`src/rtl/run_pattern_if.sv`:
```
// Handshake bundle between the pattern source and its controller.
// start/operands flow in; w/busy/done flow out.
interface run_pattern_if #(
  parameter int LW = 8,
  parameter int CW = 4
);
  logic          start;
  logic [LW-1:0] run_len;
  logic [LW-1:0] gap_len;
  logic [CW-1:0] count;
  logic          w;
  logic          busy;
  logic          done;

  modport master (
    output start, run_len, gap_len, count,
    input  w, busy, done
  );

  modport slave (
    input  start, run_len, gap_len, count,
    output w, busy, done
  );
endinterface

```
`src/rtl/run_pattern_gen.sv`:
```
// Moore FSM emitting count runs of w=1 (run_len long, gap_len apart).
// Ports: clk, reset (async active-low), bus (start/operands in, w/busy/done out).
module run_pattern_gen #(
  parameter int LW = 8,
  parameter int CW = 4
) (
  input  logic         clk,
  input  logic         reset,
  run_pattern_if.slave bus
);

  typedef enum logic [1:0] {
    IDLE = 2'd0,
    RUN  = 2'd1,
    GAP  = 2'd2,
    DONE = 2'd3
  } state_e;

  state_e        state_q, state_d;
  logic [LW-1:0] cyc_q, cyc_d;
  logic [CW-1:0] runs_q, runs_d;
  logic [LW-1:0] run_q, run_d;
  logic [LW-1:0] gap_q, gap_d;
  logic          w_q, w_d;
  logic          busy_q, busy_d;
  logic          done_q, done_d;

  always_comb begin
    state_d = state_q;
    cyc_d   = cyc_q;
    runs_d  = runs_q;
    run_d   = run_q;
    gap_d   = gap_q;
    unique case (state_q)
      IDLE: begin
        if (bus.start) begin
          run_d = bus.run_len;
          gap_d = bus.gap_len;
          if (bus.run_len == '0 ||
              bus.count == '0) begin
            state_d = DONE;
          end else begin
            state_d = RUN;
            cyc_d   = bus.run_len - LW'(1);
            runs_d  = bus.count - CW'(1);
          end
        end
      end
      RUN: begin
        if (cyc_q != '0) begin
          cyc_d = cyc_q - LW'(1);
        end else if (runs_q == '0) begin
          state_d = DONE;
        end else begin
          state_d = GAP;
          // zero gap still leaves one low cycle
          cyc_d = (gap_q == '0) ? '0
                : gap_q - LW'(1);
        end
      end
      GAP: begin
        if (cyc_q != '0) begin
          cyc_d = cyc_q - LW'(1);
        end else begin
          state_d = RUN;
          cyc_d   = run_q - LW'(1);
          runs_d  = runs_q - CW'(1);
        end
      end
      DONE: begin
        state_d = IDLE;
      end
      default: begin
        state_d = IDLE;
      end
    endcase
  end

  // outputs registered straight from next state
  always_comb begin
    w_d    = (state_d == RUN);
    busy_d = (state_d != IDLE);
    done_d = (state_d == DONE);
  end

  always_ff @(posedge clk or negedge reset) begin
    if (!reset) begin
      state_q <= IDLE;
      cyc_q   <= '0;
      runs_q  <= '0;
      run_q   <= '0;
      gap_q   <= '0;
      w_q     <= 1'b0;
      busy_q  <= 1'b0;
      done_q  <= 1'b0;
    end else begin
      state_q <= state_d;
      cyc_q   <= cyc_d;
      runs_q  <= runs_d;
      run_q   <= run_d;
      gap_q   <= gap_d;
      w_q     <= w_d;
      busy_q  <= busy_d;
      done_q  <= done_d;
    end
  end

  assign bus.w    = w_q;
  assign bus.busy = busy_q;
  assign bus.done = done_q;

endmodule

```
`src/flat_wrapper.sv`:
```
// flat-port wrapper written by rule: the top's interface ports become plain ports
module run_pattern_gen_flat 
#(
  parameter int LW = 8,
  parameter int CW = 4
)
  (clk, reset, bus_start, bus_run_len, bus_gap_len, bus_count, bus_w, bus_busy, bus_done);
  run_pattern_if #(.LW(LW), .CW(CW)) bus_i ();
  input  logic clk;
  input  logic reset;
  input wire logic [$bits(bus_i.start)-1:0] bus_start;
  input wire logic [$bits(bus_i.run_len)-1:0] bus_run_len;
  input wire logic [$bits(bus_i.gap_len)-1:0] bus_gap_len;
  input wire logic [$bits(bus_i.count)-1:0] bus_count;
  output wire logic [$bits(bus_i.w)-1:0] bus_w;
  output wire logic [$bits(bus_i.busy)-1:0] bus_busy;
  output wire logic [$bits(bus_i.done)-1:0] bus_done;
  assign bus_i.start = bus_start;
  assign bus_i.run_len = bus_run_len;
  assign bus_i.gap_len = bus_gap_len;
  assign bus_i.count = bus_count;
  assign bus_w = bus_i.w;
  assign bus_busy = bus_i.busy;
  assign bus_done = bus_i.done;
  run_pattern_gen #(.LW(LW), .CW(CW)) u_core (.clk(clk), .reset(reset), .bus(bus_i));
endmodule
```
`config.mk`:
```
export PLATFORM = sky130hd
export DESIGN_NAME = run_pattern_gen_flat
export DESIGN_NICKNAME = d
export VERILOG_FILES = /design/src/rtl/run_pattern_if.sv /design/src/rtl/run_pattern_gen.sv /design/src/flat_wrapper.sv
export SDC_FILE = /design/constraint.sdc
export NUM_CORES = 1
export LEC_CHECK = 0
export ABC_AREA = 1
export BUFFER_PORTS_ARGS = -buffer_cell sky130_fd_sc_hd__buf_2
export CORE_MARGIN = 10
export CORE_UTILIZATION = 50
export CTS_BUF_LIST = sky130_fd_sc_hd__clkbuf_4
export CTS_CLUSTER_SIZE = 8
export DETAILED_ROUTE_END_ITERATION = 12
export GPL_TIMING_DRIVEN = 0
export PLACE_DENSITY = 0.7
export SLEW_MARGIN = 0
export SYNTH_ARGS = -nofsm -noshare
export SYNTH_HDL_FRONTEND = slang
export SYNTH_SLANG_ARGS = --single-unit
```
`constraint.sdc`:
```
create_clock -name clk -period 3.15 [get_ports clk]
set_clock_uncertainty 0.05 [all_clocks]
set_input_delay 0.63 -clock clk [delete_from_list [all_inputs] [get_ports clk]]
set_output_delay 0.63 -clock clk [all_outputs]
set_load 0.005 [all_outputs]
```
==> results of run 1 <==
==> cell type report <==
class	count	area (sq um)	share of cell area, %
buffer	6	50.0	1.87
tap	67	83.8	3.13
timing repair buffer	25	125	4.66
inverter	57	219	8.16
sequential	33	826	30.8
multi-input combinational	256	1330	49.6
clock buffer	6	45.0	1.68
clock inverter	1	3.75	0.140
==> layout by cell type, fill, tap and decap left out, drive strengths merged <==
cell type  Yosys  routed
a21boi         5       5
buf            5      30
xnor2          3       3
a31oi          1       1
o21a           1       1
nand4          2       2
clkbuf         1       7
nand2         92      92
and2           1       1
nand3         33      33
o2111ai        1       1
a22oi          1       1
o31ai          1       1
nand3b         1       1
clkinv         0       1
o221ai         1       1
ha            11      11
o21ai         41      41
o211ai         1       1
inv           57      57
dfrtp         33      33
a21oi         15      15
nor3           3       3
xor2           2       2
or2            1       1
nor2          39      39
==> power breakdown <==
group	switching (uW)	leakage, uW	internal (uW)
Clock	140	0.0000292	89.5
Combinational	25.1	0.000982	14.1
Sequential	0	0.000384	423
Total	165	0.00139	527
==> cell families after synthesis <==
group                    count (synthesis)
AND/OR/NAND/NOR                        172
adder cells (fa/ha/maj)                 11
buffers and inverters                   63
XOR/XNOR                                 5
AO/OA/AOI/OAI                           68
flip-flops                              33
==> stage by stage <==
stage | instances | cell area (sq um) | setup slack (ns)
2_1_floorplan | 352 | 2420 | 1.42
3_3_place_gp | 444 | 2630 | 1.02
3_5_place_dp | 444 | 2630 | 1.02
4_1_cts | 451 | 2680 | 1.25
5_1_grt | 451 | 2680 | 1.06
6_report | 451 | 2680 | 1.25
==> worst max-delay path by stage <==
stage / to / cells after the start / startpoint / slack, ns
global route: u_core.cyc_q[1] / 11 / u_core.cyc_q[0] / 1.06
finish: u_core.cyc_q[6] / 9 / u_core.state_q[1] / 1.25
detailed placement: u_core.cyc_q[3] / 10 / bus_run_len[0] / 1.02
global placement: u_core.cyc_q[4] / 11 / bus_run_len[0] / 1.02
floorplan: u_core.cyc_q[4] / 10 / bus_run_len[0] / 1.42
CTS: u_core.cyc_q[6] / 9 / u_core.state_q[1] / 1.25
==> metal layers <==
metal,wire length (microns),global-route usage [%],vias to the layer above,share of wire [%]
met4,105,5.35,0,1.8
met3,282,3.25,10,4.9
met2,2760,26.6,57,48
met1,2590,20.0,1032,45
met5,0,0,-,0
li1,-,-,1191,-
==> cell usage after synthesis, types with 2 or more instances <==
master / number / area share, %
nand2_1: 89 / 14
xnor2_1: 3 / 1.1
inv_1: 56 / 8.7
nand4_1: 2 / 0.52
ha_1: 11 / 5.7
nand3_2: 2 / 0.83
nor2_1: 35 / 5.4
o21ai_0: 39 / 8.0
o21ai_1: 2 / 0.41
dfrtp_1: 33 / 34
nand3_1: 30 / 6.2
a21boi_1: 3 / 0.93
xor2_1: 2 / 0.72
a21boi_2: 2 / 0.93
nor3_1: 2 / 0.41
nor2_2: 3 / 0.77
nand2_2: 3 / 0.77
a21oi_1: 14 / 2.9
buf_6: 3 / 1.4
==> critical path, cell delays in order, from the launching register on <==
cell      delay (ns)
dfrtp_1         0.44
inv_1           0.08
ha_1            0.26
inv_1           0.14
nor2_1          0.06
nor2_1          0.20
nand3_4         0.16
buf_6           0.17
nor2_1          0.14
a21boi_2        0.08
==> flip-flops by register name (all words and copies together) (netlist names) <==
register,flops
u_core.bus.w,1
u_core.gap_q,8
u_core.run_q,8
u_core.cyc_q,8
u_core.bus.done,1
u_core.state_q,2
u_core.runs_q,4
u_core.bus.busy,1
==> summary.md, run 1 <==
| Metric | Value |
|---|---|
| TritonCTS Buffers | 5 |
| TNS Setup | 0 ns |
| Area delta synth->final | 10.6% |
| Synth Flop Type | dfrtp_1 |
| Critical path data required time | approximately 3.3 ns |
| Worst Setup Start Kind | register |
| Max-slew violations | 0 |
| Cells after synthesis | 352 |
| Fmax | between 500 and 600 MHz |
| Adder-cell share of the synthesized area | under 10% |
| Worst r2r path cells | 9 |
| Slew at the pin closest to its max-slew limit | about 0.73 ns |
| Final hold vios | 0 |
| Syn nets | between 300 and 400 |
| CP Max Fanout | 10 |
| Gpl congestion | between 0.8 and 0.9 |
| Post-synth EDFFs | 0 |
| CTS HTree Levels | 2 |
| Die area | 8040 sq um |
| Vias post-DR | roughly 2,300 |
| Final nets | roughly 420 |
| Die height | ~90 microns |
| Simple-gate portion of the synthesized area | 31.1% |
| CTS Sinks | 33 |
| Post-cts sizing count | 0 |
| Worst-skew pair later-pin latency | 0.34 ns |
| CTS tree | built |
| CTS Root Cell | clkbuf_4 |
| Async set-reset flop share out of synthesis | 100% |
| Max Root-Sink Buffers | 2 |
| Synthesized area | between 2000 and 2500 sq um |
| Post-CTS Setup Bufs | 0 |
| Synth Register Bits | 33 |
| Via density | around 5.1 |
| Syn avg cell area | 6.89 sq um |
| Port Buf Inserts | 25 |
| Starting Density | between 50 and 60% |
| Leak pwr | approximately 0.0014 uW |
| Reg-to-Reg Start | u_core.state_q[1] |
| Post-synthesis compound-gate area fraction | 16.3% |
| Worst reg2reg path endpoint | u_core.cyc_q[6] |
| VDD IR max | approximately 0.17 mV |
| Die W | about 90 microns |
| Row count | 25 |
| Yosys warning total | 0 |
| # fillers | ~480 |
| Starting DRC count in detailed routing | 107 |
| Register area share after synthesis | between 30% and 40% |
| Gr usage total | between 10% and 20% |
| Drt drc | 0 |
| I/O pin cnt | 26 |
| Max cap viols | 0 |
| Antenna Violating Nets Remaining | 0 |
| CP arrival | between 2 and 2.5 ns |
| Initial antenna violation count | 0 |
| GR Overflow Total | 0 |
| Synth cell types | 37 |
| Period utilization | about three fifths |
| Max_slew headroom | 51.2% |
| CP endpoint kind | register |
| CTS Hold Buffers Added | 0 |
| Pwr Total | slightly below 700 uW |
| Number of global-route vias before repair | 2,234 |
| Pre-antenna DRT Iters | 4 |
| Clk slew on worst S/H paths | ~0.1 ns |
| Largest family of logic cells by synthesized area | simple AND/OR/NAND/NOR gates |
| Synth Area in XOR/XNOR | approximately 1.8% |
| Hpwl dp | 4.53 mm |
| R2R setup slack | 1.25 ns |
| DRT Wirelength | approximately 5.7 mm |
| Largest net degree at the start of global routing | 34 |
| Layout Utilization | approximately 57% |
| Unrepaired setup endpoints after global routing | false |
| Diode count | 0 |
| Setup CP Type | reg2reg |
| PD cells | around 260 nW/um^2 |
| Run status | completed |
| Final setup violation count | 0 |
| Min Hold Slack | 0.285 ns |
| Final Critical Period | between 1.5 and 2 ns |
| Layout cells sized above 1 | between 10% and 20% |
| First-pass GRT wire length | 10.1 mm |
| Core ar. | around 4700 sq um |
| Routed len/inst | 12.7 microns |
| Worst hold path type | in2async |
| Mux share of post-synthesis cell area | 0% |
(Power assumes the default switching activity.)
==> run 2, diff against run 1 <==
Clock period 3.15 ns to 1.8 ns, I/O delays scaled along.
==> summary.md, run 2 (same netlist as run 1, synthesis figures left out) <==
| Metric | Value |
|---|---|
| Core ar. | 4720 sq um (unchanged) |
| Logic pwr share | 5.7% (about the same) |
| Worst r2r path cells | 12 (+3) |
| Layout cells sized above 1 | 26.7% (+13 points) |
| Final worst slack | 0.0186 ns (-1.23 ns) |
| Max-slew violations | 0 (unchanged) |
| Design Area, Final | 2990 sq um (+12%) |
| Initial antenna violation count | 0 (unchanged) |
| Final hold vios | 0 (unchanged) |
| Pre-antenna DRT Iters | 6 (+2) |
| Die height | 89.6 microns (unchanged) |
| Placed cell areas | 2630 sq um (unchanged) |
| Sequential power share | 60.9% (-0.3 points) |
| Final Critical Period | 1.78 ns (-0.118 ns) |
| Area delta synth->final | 23.4% |
| I/O pin cnt | 26 (unchanged) |
| Clk slew on worst S/H paths | 0.10 ns (about the same) |
| Port Buf Inserts | 25 (unchanged) |
| Final non-filler cell total | 471 (+4.4%) |
| CTS Sinks | 33 (unchanged) |
| Period utilization | 99.0% (+39 points) |
| M2 GR Usage | 28.2% (+1.6 points) |
| Grt met3 use | 3.16% (-0.090 points) |
| Most frequent cells in the layout | 84 x nand2_1, 47 x inv_1, 32 x o21ai_0, 32 x dfrtp_1, 30 x nor2_1 |
| Setup CP Type | reg2reg |
| TritonCTS Buffers | 5 (unchanged) |
| DRT Wirelength | 6.32 mm (+10%) |
| Pint | 922 uW (+75%) |
| CTS tree | built |
| Max Root-Sink Buffers | 2 (unchanged) |
| CTS HTree Levels | 2 (unchanged) |
| Number of global-route vias before repair | 2,301 (+3.0%) |
| Via density | 5.12 (+0.81%) |
| Diode count | 0 (unchanged) |
| CTS Hold Buffers Added | 0 (unchanged) |
| NetSw | 294 uW (+79%) |
| First-pass GRT wire length | 10.4 mm (+3.3%) |
| VDD IR max | 0.301 mV (+76%) |
| Hpwl dp | 4.53 mm (unchanged) |
| Worst-skew pair later-pin latency | 0.34 ns (about the same) |
| Max_slew headroom | 49.5% (-1.7 points) |
| Critical path data required time | 1.98 ns (-1.34 ns) |
| Most used routing layer | met2 |
| CP arrival | 1.97 ns (-0.10 ns) |
| Die area | 8040 sq um (unchanged) |
| Run status | completed |
| Unrepaired setup endpoints after global routing | true |
| Row count | 25 (unchanged) |
| GR Overflow Total | 0 (unchanged) |
| CP endpoint kind | register |
| Largest registers | u_core.cyc_q x8, u_core.gap_q x8, u_core.run_q x8 |
| Fmax | 561 MHz (+6.6%) |
| CP Max Fanout | 5 (-5) |
| Antenna Violating Nets Remaining | 0 (unchanged) |
| Worst Setup Start Kind | register |
| Commonest non-fill, non-tap cell in the layout | nand2_1 |
| CTS Root Cell | clkbuf_4 |
| Starting Density | 51.3% (unchanged) |
| Routed len/inst | 13.4 microns (+5.5%) |
| Final nets | 438 (+4.8%) |
| PD cells | 406 nW/um^2 (+58%) |
| Leak pwr | 0.00149 uW (+6.6%) |
| Vias post-DR | 2,411 (+5.3%) |
| Slew at the pin closest to its max-slew limit | 0.757 ns (+0.0251 ns) |
| Starting DRC count in detailed routing | 165 (+54%) |
| Max cap viols | 0 (unchanged) |
| GRT met1 Usage | 20.3% (+0.32 points) |
| Gr usage total | 16.5% (+0.53 points) |
| Dpl cells | 444 (unchanged) |
| Die W | 89.6 microns (unchanged) |
| Gpl congestion | 0.898 (unchanged) |
| DP Worst Slack | -0.0628 ns (-1.08 ns) |
| Min Hold Slack | 0.0110 ns (-0.274 ns) |
| Clock power share | 33.4% (+0.3 points) |
| Final setup violation count | 0 (unchanged) |
| Largest net degree at the start of global routing | 34 (unchanged) |
| TNS Setup | 0 ns (unchanged) |
| Worst hold path type | in2async |
| Drt drc | 0 (unchanged) |
| Switching share of total power | 24.2% (+0.38 points) |
==> run 2: final timing paths <==
check                                start           endpoint  slack, ns
max                        u_core.cyc_q[0]    u_core.cyc_q[4]       0.02
min                                  reset   u_core.runs_q[0]       0.01
max reg2reg                u_core.cyc_q[0]    u_core.cyc_q[4]       0.02
min reg2reg                u_core.run_q[1]    u_core.run_q[1]       0.44
max in group asynchronous            reset  u_core.state_q[0]       1.15
min in group clk            bus_gap_len[3]    u_core.gap_q[3]       0.17
==> run 2: worst max-delay path: stages (launching register included) <==
cell and delay, ns:
dfrtp_1 0.41, inv_2 0.08, ha_4 0.12, inv_2 0.04, nor2_4 0.10, nand3_4 0.09, nor2_4 0.20, buf_6 0.17
nand3b_1 0.10, nand3_1 0.08, nand3_1 0.08, nand2_1 0.09, nand2_1 0.06
==> run 2: layer usage <==
layer	part of all wire, %	vias to the layer above
li1	-	1235
met1	44	1114
met2	49	50
met3	5.0	12
met4	2.0	0
met5	0	-
==> run 2: repair_timing <==
action                                  4_1_cts  5_1_grt
endpoints found under the hold margin         0        0
resized for setup                            15       39
setup buffers                                11        7
endpoints found under the setup margin       13       25
pin swaps                                     9       18
gates cloned                                  1        2
==> run 2: cell type report <==
class / count / area [sq um]
buffer: 6 / 53.8
clock buffer: 6 / 45.0
clock inverter: 1 / 3.75
fill: 420 / 1730
inverter: 57 / 229
multi-input combinational: 256 / 1470
sequential: 33 / 827
tap: 67 / 83.8
timing repair buffer: 44 / 275
timing repair inverter: 1 / 5.00
==> run 2: metrics by stage <==
stage                     utilization, %  total power (uW)
after floorplan                        -               777
after global placement              55.8               824
after detailed placement            55.8               825
after CTS                           59.3              1230
after global routing                63.4              1270
final                               63.4              1220
==> run 2: power groups by stage <==
| stage | sequential (uW) | clock [uW] | combinational [uW] |
|---|---|---|---|
| final | 741 | 406 | 69.9 |
| after global routing | 741 | 451 | 80.6 |
| after CTS | 741 | 418 | 70.1 |
| after detailed placement | 755 | 0 | 69.8 |
| after global placement | 755 | 0 | 68.8 |
| after floorplan | 756 | 0 | 21.4 |
==> run 3, diff against run 2 <==
Settings changed: CAP_MARGIN from default to 20, CTS_CLUSTER_SIZE 8 to 30, RECOVER_POWER from default to 25.
==> summary.md, run 3 (same netlist as run 1, synthesis figures left out) <==
| Metric | Value |
|---|---|
| Switching share of total power | 24.2% (about the same) |
| Clock power share | 33.4% (about the same) |
| Pint | 922 uW (about the same) |
| CP Max Fanout | 5 (unchanged) |
| Worst-skew pair later-pin latency | 0.34 ns (about the same) |
| Setup CP Type | reg2reg |
| DRT Wirelength | 6.32 mm (unchanged) |
| Slowest stage delay, CP | 0.41 ns (about the same) |
| Hpwl dp | 4.53 mm (unchanged) |
| Largest delay share family, worst path | simple AND/OR/NAND/NOR gates |
| Core ar. | 4720 sq um (unchanged) |
| Most frequent cells in the layout | 84 x nand2_1, 47 x inv_1, 32 x o21ai_0, 32 x dfrtp_1, 30 x nor2_1 |
| Run status | completed |
| CTS Hold Buffers Added | 0 (unchanged) |
| # fillers | 420 (unchanged) |
| Leak pwr | 0.00149 uW (about the same) |
| Clk slew on worst S/H paths | 0.10 ns (about the same) |
| Slew at the pin closest to its max-slew limit | 0.842 ns (+0.0854 ns) |
| Gpl congestion | 0.898 (unchanged) |
| Gr usage total | 16.5% (unchanged) |
| Critical path data required time | 1.98 ns (about the same) |
| Initial antenna violation count | 0 (unchanged) |
| Register area | 827 sq um (unchanged) |
| Via density | 5.12 (unchanged) |
| NetSw | 294 uW (about the same) |
| Final worst slack | 0.0186 ns (unchanged) |
| Max_slew headroom | 43.8% (-5.7 points) |
| Slowest stage cell, crit path | dfrtp_1 |
| Routed len/inst | 13.4 microns (unchanged) |
| Logic pwr share | 5.7% (about the same) |
| Sequential power share | 60.9% (about the same) |
| First-pass GRT wire length | 10.4 mm (unchanged) |
| Max-slew violations | 0 (unchanged) |
| Starting DRC count in detailed routing | 165 (unchanged) |
| Final nets | 438 (unchanged) |
| Fmax | 561 MHz (unchanged) |
| Largest net degree at the start of global routing | 34 (unchanged) |
| Layout Utilization | 63.4% (unchanged) |
| Final Critical Period | 1.78 ns (unchanged) |
| Final setup violation count | 0 (unchanged) |
| Period utilization | 99.0% (unchanged) |
| TritonCTS Buffers | 5 (unchanged) |
| Pre-antenna DRT Iters | 6 (unchanged) |
| CP arrival | 1.97 ns (about the same) |
| Crit path cell chain | inv_2 -> ha_4 -> inv_2 -> nor2_4 -> nand3_4 -> nor2_4 -> buf_6 -> nand3b_1 -> nand3_1 -> nand3_1 -> nand2_1 -> nand2_1 |
| Drt drc | 0 (unchanged) |
| PD cells | 406 nW/um^2 (about the same) |
| DP Worst Slack | -0.0628 ns (unchanged) |
| Max Root-Sink Buffers | 2 (unchanged) |
| Starting Density | 51.3% (unchanged) |
| I/O pin cnt | 26 (unchanged) |
| Final hold vios | 0 (unchanged) |
| Worst path bufs/invs | 3 (unchanged) |
| Vias post-DR | 2,411 (unchanged) |
| Number of global-route vias before repair | 2,301 (unchanged) |
| TNS Setup | 0 ns (unchanged) |
| Port Buf Inserts | 25 (unchanged) |
| CP endpoint kind | register |
| Antenna Violating Nets Remaining | 0 (unchanged) |
| Die height | 89.6 microns (unchanged) |
| Commonest non-fill, non-tap cell in the layout | nand2_1 |
| Worst Setup Start Kind | register |
| CTS Root Cell | clkbuf_4 |
| VDD IR max | 0.301 mV (about the same) |
| CTS HTree Levels | 2 (unchanged) |
| GR Overflow Total | 0 (unchanged) |
| CTS tree | built |
| Layout cells sized above 1 | 26.7% (unchanged) |
| Pwr Total | 1220 uW (about the same) |
| Diode count | 0 (unchanged) |
| Die W | 89.6 microns (unchanged) |
| CTS Sinks | 33 (unchanged) |
| Unrepaired setup endpoints after global routing | true |
| Row count | 25 (unchanged) |
| Largest registers | u_core.cyc_q x8, u_core.gap_q x8, u_core.run_q x8 |
| Area delta synth->final | 23.4% (unchanged) |
| Max cap viols | 0 (unchanged) |
| Die area | 8040 sq um (unchanged) |
| Worst hold path type | in2async |
| Multi-input gate area | 1470 sq um (unchanged) |
[run 3: cell types whose count changed in the layout (fill, tap and decap cells not counted), sizes merged]
cell	before	now
clkbuf	7	8
buf	49	48
[run 3: worst paths after layout]
check / startpoint / to / depth (start not counted) / slack, ns
setup / recovery: u_core.cyc_q[0] / u_core.cyc_q[4] / 12 / 0.02
hold / removal: reset / u_core.runs_q[0] / 1 / 0.04
setup reg to reg: u_core.cyc_q[0] / u_core.cyc_q[4] / 12 / 0.02
hold reg to reg: u_core.run_q[1] / u_core.run_q[1] / 2 / 0.44
max in group asynchronous: reset / u_core.state_q[0] / 1 / 1.06
min in group clk: bus_gap_len[3] / u_core.gap_q[3] / 3 / 0.17
[run 3: cell type report]
cell class                      instances  share of cell area (%)
Inverter                               57                    7.65
Timing Repair Buffer                   44                    9.20
Clock inverter                          1                   0.125
Sequential cell                        33                    27.6
Clock buffer                            6                    1.51
Multi-Input combinational cell        256                    49.1
Tap cell                               67                    2.80
Timing Repair inverter                  1                   0.167
Buffer                                  6                    1.80
[run 3: power groups by stage]
| stage | registers (uW) | clock network, uW | logic [uW] |
|---|---|---|---|
| 2_1_floorplan | 756 | 0 | 21.4 |
| 3_3_place_gp | 755 | 0 | 68.8 |
| 3_5_place_dp | 755 | 0 | 69.8 |
| 4_1_cts | 741 | 418 | 70.1 |
| 5_1_grt | 741 | 451 | 80.5 |
| 6_report | 741 | 406 | 69.9 |
[run 3: what timing repair did]
action	CTS	global route
pin swaps	9	18
gates resized for setup	15	39
cloned	1	2
endpoints found under the setup margin	13	25
buffers inserted	11	7
[run 3: layer usage]
metal | vias up | global-route usage (%) | routed length, microns
met5 | - | 0 | 0
met4 | 0 | 5.06 | 125
met3 | 12 | 3.16 | 312
met2 | 50 | 28.2 | 3120
met1 | 1114 | 20.3 | 2760
li1 | 1235 | - | -
[run 3: metrics by stage]
step | hold slack [ns] | std cells | cell area (sq um)
after floorplan | 0.0144 | 352 | 2420
after global placement | 0.408 | 444 | 2630
after detailed placement | 0.415 | 444 | 2630
after CTS | 0.0359 | 463 | 2800
after global routing | 0.107 | 471 | 2990
final | 0.0410 | 471 | 2990
